File: config.mk
export PLATFORM = sky130hd
export DESIGN_NAME = ws2812b_pixel
export DESIGN_NICKNAME = d
export VERILOG_FILES = /design/src/rtl/ws2812b_pixel.sv
export SDC_FILE = /design/constraint.sdc
export NUM_CORES = 1
export LEC_CHECK = 0
export CAP_MARGIN = 20
export CORE_UTILIZATION = 60
export DETAILED_ROUTE_END_ITERATION = 10
export PLACE_DENSITY = 0.77
export SLEW_MARGIN = 20
export SYNTH_ARGS = -nofsm -noshare
export SYNTH_HDL_FRONTEND = slang
export SYNTH_SLANG_ARGS = --single-unit
File: constraint.sdc
create_clock -name clk_100MHz -period 2.1 [get_ports clk_100MHz]
set_input_delay 0.42 -clock clk_100MHz [delete_from_list [all_inputs] [get_ports clk_100MHz]]
set_output_delay 0.42 -clock clk_100MHz [all_outputs]
set_load 0.02 [all_outputs]
File: src/rtl/ws2812b_pixel.sv
// ws2812b_pixel -- one WS2812B addressable RGB LED, clocked at 100 MHz.
//
// Purpose:
//   Decodes the single-wire NRZ pulse stream on din. The first 3*PWM_BITS bits
//   (G, R, B, each MSB first) are captured. Every later bit is forwarded on
//   dout with its pulse width intact, so pixels can be daisy-chained. A low
//   run of RESET_CYCLES clocks latches a complete frame into the colour
//   registers. The colour registers drive three registered PWM outputs.
//
// Ports:
//   clk_100MHz  in   system clock; all logic runs on its rising edge
//   rst         in   synchronous, active-high reset
//   din         in   serial NRZ data in
//   dout        out  serial data out to the next pixel
//   rled        out  red PWM output
//   gled        out  green PWM output
//   bled        out  blue PWM output
//
// Parameters:
//   BIT_THRESH    high-pulse length (clocks) at or above which a bit is a 1
//   RESET_CYCLES  consecutive low clocks that form the reset/latch code
//   PWM_BITS      width of each colour byte and of the PWM counter
//
// Build option:
//   WS2812B_SYNC_EN  when defined, din passes through a 2-flop synchronizer
//                    before the sampling register. This adds 2 clocks of
//                    latency to decode, dout and the latch.
module ws2812b_pixel #(
  parameter int BIT_THRESH   = 62,
  parameter int RESET_CYCLES = 5000,
  parameter int PWM_BITS     = 8
) (
  input  logic clk_100MHz,
  input  logic rst,
  input  logic din,
  output logic dout,
  output logic rled,
  output logic gled,
  output logic bled
);

  localparam int FRAME_BITS = 3 * PWM_BITS;
  localparam int BC_W       = $clog2(FRAME_BITS + 1);
  localparam int LO_W       = $clog2(RESET_CYCLES + 1);

  localparam logic [BC_W-1:0] BC_FULL  = BC_W'(FRAME_BITS);
  localparam logic [BC_W-1:0] BC_LAST  = BC_W'(FRAME_BITS - 1);
  localparam logic [LO_W-1:0] LO_MAX   = LO_W'(RESET_CYCLES);
  localparam logic [LO_W-1:0] LO_LAST  = LO_W'(RESET_CYCLES - 1);
  localparam logic [7:0]      HI_THR   = 8'(BIT_THRESH);

  typedef enum logic {
    ST_CAPTURE = 1'b0,   // shifting bits into this pixel
    ST_FORWARD = 1'b1    // frame full, passing bits downstream
  } state_t;

  // --------------------------------------------------------------------------
  // Input conditioning
  // --------------------------------------------------------------------------
  logic din_pre;

`ifdef WS2812B_SYNC_EN
  logic [1:0] sync_q;

  always_ff @(posedge clk_100MHz) begin
    if (rst) begin
      sync_q <= '0;
    end else begin
      sync_q <= {sync_q[0], din};
    end
  end

  assign din_pre = sync_q[1];
`else
  assign din_pre = din;
`endif

  // --------------------------------------------------------------------------
  // State
  // --------------------------------------------------------------------------
  logic                          din_s_q;
  logic                          din_prev_q;
  logic [7:0]                    hi_cnt_q,  hi_cnt_d;
  logic [LO_W-1:0]               lo_cnt_q,  lo_cnt_d;
  logic [FRAME_BITS-1:0]         shift_q,   shift_d;
  logic [BC_W-1:0]               bit_cnt_q, bit_cnt_d;
  state_t                        state_q,   state_d;
  // colour_q[2] = G, colour_q[1] = R, colour_q[0] = B (same layout as shift_q)
  logic [2:0][PWM_BITS-1:0]      colour_q,  colour_d;
  logic                          dout_q,    dout_d;
  logic [PWM_BITS-1:0]           pwm_cnt_q;
  logic [2:0]                    led_q,     led_d;

  logic rise;
  logic fall;
  logic bit_val;
  logic latch;

  assign rise    = din_s_q & ~din_prev_q;
  assign fall    = ~din_s_q & din_prev_q;
  // hi_cnt_q holds the full pulse length on the clock the fall is seen.
  assign bit_val = (hi_cnt_q >= HI_THR);
  // Fires only on the transition into saturation, so once per low period.
  assign latch   = ~din_s_q & (lo_cnt_q == LO_LAST);

  // --------------------------------------------------------------------------
  // Next-state logic
  // --------------------------------------------------------------------------
  always_comb begin
    hi_cnt_d  = hi_cnt_q;
    lo_cnt_d  = lo_cnt_q;
    shift_d   = shift_q;
    bit_cnt_d = bit_cnt_q;
    state_d   = state_q;
    colour_d  = colour_q;
    dout_d    = 1'b0;

    // High-pulse width, saturating at 255.
    if (rise) begin
      hi_cnt_d = 8'd1;
    end else if (din_s_q && (hi_cnt_q != 8'hFF)) begin
      hi_cnt_d = hi_cnt_q + 8'd1;
    end

    // Low-run length, saturating at RESET_CYCLES.
    if (din_s_q) begin
      lo_cnt_d = '0;
    end else if (lo_cnt_q != LO_MAX) begin
      lo_cnt_d = lo_cnt_q + LO_W'(1);
    end

    case (state_q)
      ST_CAPTURE: begin
        if (fall) begin
          shift_d   = {shift_q[FRAME_BITS-2:0], bit_val};
          bit_cnt_d = bit_cnt_q + BC_W'(1);
          if (bit_cnt_q == BC_LAST) begin
            state_d = ST_FORWARD;
          end
        end
      end
      ST_FORWARD: begin
        dout_d = din_s_q;
      end
      default: begin
        state_d = ST_CAPTURE;
      end
    endcase

    // The latch code ends the frame; incomplete frames are dropped.
    if (latch) begin
      if (bit_cnt_q == BC_FULL) begin
        colour_d = shift_q;
      end
      bit_cnt_d = '0;
      shift_d   = '0;
      state_d   = ST_CAPTURE;
    end
  end

  // PWM comparators, one per colour channel.
  generate
    for (genvar gi = 0; gi < 3; gi++) begin : g_pwm
      assign led_d[gi] = (pwm_cnt_q < colour_q[gi]);
    end
  endgenerate

  // --------------------------------------------------------------------------
  // Registers
  // --------------------------------------------------------------------------
  always_ff @(posedge clk_100MHz) begin
    if (rst) begin
      din_s_q    <= 1'b0;
      din_prev_q <= 1'b0;
      hi_cnt_q   <= '0;
      lo_cnt_q   <= '0;
      shift_q    <= '0;
      bit_cnt_q  <= '0;
      state_q    <= ST_CAPTURE;
      colour_q   <= '0;
      dout_q     <= 1'b0;
      pwm_cnt_q  <= '0;
      led_q      <= '0;
    end else begin
      din_s_q    <= din_pre;
      din_prev_q <= din_s_q;
      hi_cnt_q   <= hi_cnt_d;
      lo_cnt_q   <= lo_cnt_d;
      shift_q    <= shift_d;
      bit_cnt_q  <= bit_cnt_d;
      state_q    <= state_d;
      colour_q   <= colour_d;
      dout_q     <= dout_d;
      pwm_cnt_q  <= pwm_cnt_q + PWM_BITS'(1);
      led_q      <= led_d;
    end
  end

  assign dout = dout_q;
  assign gled = led_q[2];
  assign rled = led_q[1];
  assign bled = led_q[0];

endmodule

==> impl_metrics.env <==
export IMPL_crit_buf_inv=1
export IMPL_yosysTopAreaCell="dfxtp_1"
export IMPL_drive_above_1_share=0.06303
export IMPL_grt_max_degree=33
export IMPL_async_flop_share=0
export IMPL_first_iter_violations=91
export IMPL_slew_headroom=0.6816
export IMPL_clock_power_share=0.380
export IMPL_timing_final_crit_share=0.8028
export IMPL_fp_dieH_um=85.81
export IMPL_cts_root_buf="clkbuf_8"
export IMPL_numCtsBuffers=9
export IMPL_port_buffers=6
export IMPL_synth_top_family_by_area="simple AND/OR/NAND/NOR gates"
export IMPL_ys_flop_type="dfxtp_1"
export IMPL_clock_latency_ns=0.35
export IMPL_maxCapViolCount=0
export IMPL_rows=30
export IMPL_dp_hpwl_um=5217
export IMPL_synth_simple_area_share=0.2441
export IMPL_slowest_stage="clkdlybuf4s50_1"
export IMPL_regArea_um2=1782
export IMPL_ir_drop_uv=481.1
export IMPL_die_w_um=85.81
export IMPL_leakage_uw=0.001582
export IMPL_drt_drc_violations_left=0
export IMPL_gp_congestion=0.7850
export IMPL_core_um2=6794
export IMPL_outcome="finished clean"
export IMPL_grt_pass1_vias=2932
export IMPL_grt_pass1_wl_um=12970
export IMPL_setup_violations=0
export IMPL_ys_warn_count=0
export IMPL_syn_avg_cell_area_um2=9.004
export IMPL_start_util=0.6203
export IMPL_swShare=0.2263
export IMPL_fmax_mhz=593.2
export IMPL_synth_top_area_share=0.4228
export IMPL_cts_num_sinks=89
export IMPL_synth_area_leaders="dfxtp_1 42%, ha_1 8.3%, nand2b_1 7.9%"
export IMPL_critical_path_class="flip-flop to output pin"
export IMPL_cts_setup_buffers=0
export IMPL_ys_seq_elements=89
export IMPL_intPower_uw=2362
export IMPL_utilization=0.6742
export IMPL_holdBufCountCts=0
export IMPL_power_switching_uw=691.0
export IMPL_post_cts_resized=0
export IMPL_viasPerCell=5.350
export IMPL_comb_power_share=0.054
export IMPL_setup_tns_ns=0
export IMPL_cp_required_ns=1.68
export IMPL_critical_path_top_delay_family="buffers and inverters"
export IMPL_total_power_uw=3053
export IMPL_synth_distinct_cells=42
export IMPL_fin_nets=502
export IMPL_skew_ns=0.006733
export IMPL_rsz0062_at_grt="no"
export IMPL_synth_cells=468
export IMPL_die_area_um2=7363
export IMPL_htree_levels=3
export IMPL_tightestPinTransition_ns=0.4756
export IMPL_synth_edf_count=0
export IMPL_cp_slowest_stage_delay_ns=0.60
export IMPL_p_seq_frac=0.566
export IMPL_synth_xor_area_frac=0.04988
export IMPL_hold_viol_final=0
export IMPL_p_per_area_nw_per_um2=666.5
export IMPL_synth_compound_area_frac=0.09026
export IMPL_multi_input_comb_area_um2=2225
export IMPL_maxSlewViolCount=0
export IMPL_clock_path_buffers=2
export IMPL_routed_wl_um=7544
export IMPL_layout_common_cells="89 x dfxtp_1, 54 x nand2_1, 53 x nand2b_1"
export IMPL_crit_path_cell_trace="clkdlybuf4s50_1"
export IMPL_clkTransAtPathRegs_ns=0.09
export IMPL_area_delta_synth_final_pct=8.699
export IMPL_n_antenna_cell=0
export IMPL_synth_area_mux_share=0.05938
export IMPL_fin_crit_ns=1.686
export IMPL_vias=3060
export IMPL_antenna_found_initial=0
export IMPL_cp_start_kind="flip-flop"
export IMPL_yosys_area_share_adder=0.08314
export IMPL_post_drt_wl_per_cell_um=13.19
export IMPL_cts_tree="built"
export IMPL_crit_arrival_ns=1.27
export IMPL_worstHoldPathType="flip-flop to flip-flop"
export IMPL_dr_pass1_iters=4
export IMPL_ant_nets=0
export IMPL_mostFrequentLayoutCell="dfxtp_1"
export IMPL_crit_path_max_fanout=1
export IMPL_yosysSeqAreaShare=0.4228
export IMPL_synth_cell_area_um2=4214
export IMPL_fillers=549
export IMPL_num_io_pins=7
export IMPL_syn_num_nets=499
export IMPL_grt_overflow=0
export IMPL_grtUsageTotal=0.2207
export IMPL_end_kind="output pin"
==> registers in the layout, summed over array words and instances, names as in the netlist <==
signal,cells
state_q,1
din_prev_q,1
colour_q,24
pwm_cnt_q,8
hi_cnt_q,8
led_q,3
bit_cnt_q,5
din_s_q,1
shift_q,24
lo_cnt_q,13
dout,1
==> path summary, 6_finish.rpt <==
path | from | cells after the start | slack (ns) | endpoint
max | dout | 1 | 0.41 | dout
min reg2reg | shift_q[18] | 2 | 0.47 | shift_q[19]
max reg2reg | lo_cnt_q[0] | 6 | 0.48 | colour_q[15]
min | shift_q[18] | 2 | 0.47 | shift_q[19]
==> cells by family (layout without fill, tap and decap cells) <==
kind of cell / Yosys count / in the layout
fa+ha+maj: 28 / 28
simple gates: 190 / 190
compound gates: 61 / 61
buf+inv: 51 / 59
mux: 25 / 25
xor+xnor: 24 / 24
flops: 89 / 89
==> cell type report <==
class,count,area share
Multi-Input combinational cell,328,0.4857
Sequential cell,89,0.3890
Timing Repair Buffer,15,0.03332
Clock buffer,11,0.03087
Tap cell,96,0.02622
Inverter,28,0.02294
Clock inverter,5,0.01202
==> synthesized netlist by cell type (2+ instances only) <==
library cell and instances:
a211oi_1 5, o21a_1 6, a21o_1 4, dfxtp_1 89, nand3_1 12, nor2_1 30
nand4_1 8, and2_1 4, and4_1 3, o2111ai_1 3, nand2_1 54, buf_2 5
nand2b_1 53, xor2_1 17, and3_1 4, nor2b_1 3, a21oi_1 31, a31oi_1 5
mux2i_1 25, clkbuf_1 15, o21ai_0 2, buf_6 2, inv_1 28, xnor2_1 7
or4_1 6, a311oi_1 4, ha_1 28
==> routing by layer <==
metal / GRT usage / up-vias / wire (um) / share of wire
met2: 0.3665 / 37 / 3611 / 0.48
met4: 0.09091 / 0 / 137 / 0.018
met1: 0.2777 / 1433 / 3602 / 0.48
li1: - / 1578 / - / -
met5: 0 / - / 0 / 0
met3: 0.05005 / 12 / 193 / 0.026
==> power groups by stage <==
stage | clock (uW) | sequential [uW] | combinational [uW]
after floorplan | 0 | 1770 | 110
after global placement | 0 | 1770 | 158
after detailed placement | 0 | 1770 | 165
after CTS | 1190 | 1730 | 167
after global routing | 1260 | 1730 | 182
final | 1160 | 1730 | 165
==> through the flow <==
stage	area, um2	setup slack, ns	hold WS, ns	std cells
after floorplan	4214	0.4807	0.4350	468
after global placement	4384	0.3994	0.4517	556
after detailed placement	4384	0.3358	0.4589	556
after CTS	4581	0.4015	0.4704	572
after global routing	4581	0.3391	0.4915	572
final	4581	0.4141	0.4665	572
==> worst min-delay path, cell delays in order, from the launching register on <==
cell and delay [ns]:
dfxtp_1 0.33, nand2_1 0.06, a21oi_1 0.05
Power figures use the tool's default switching activity.
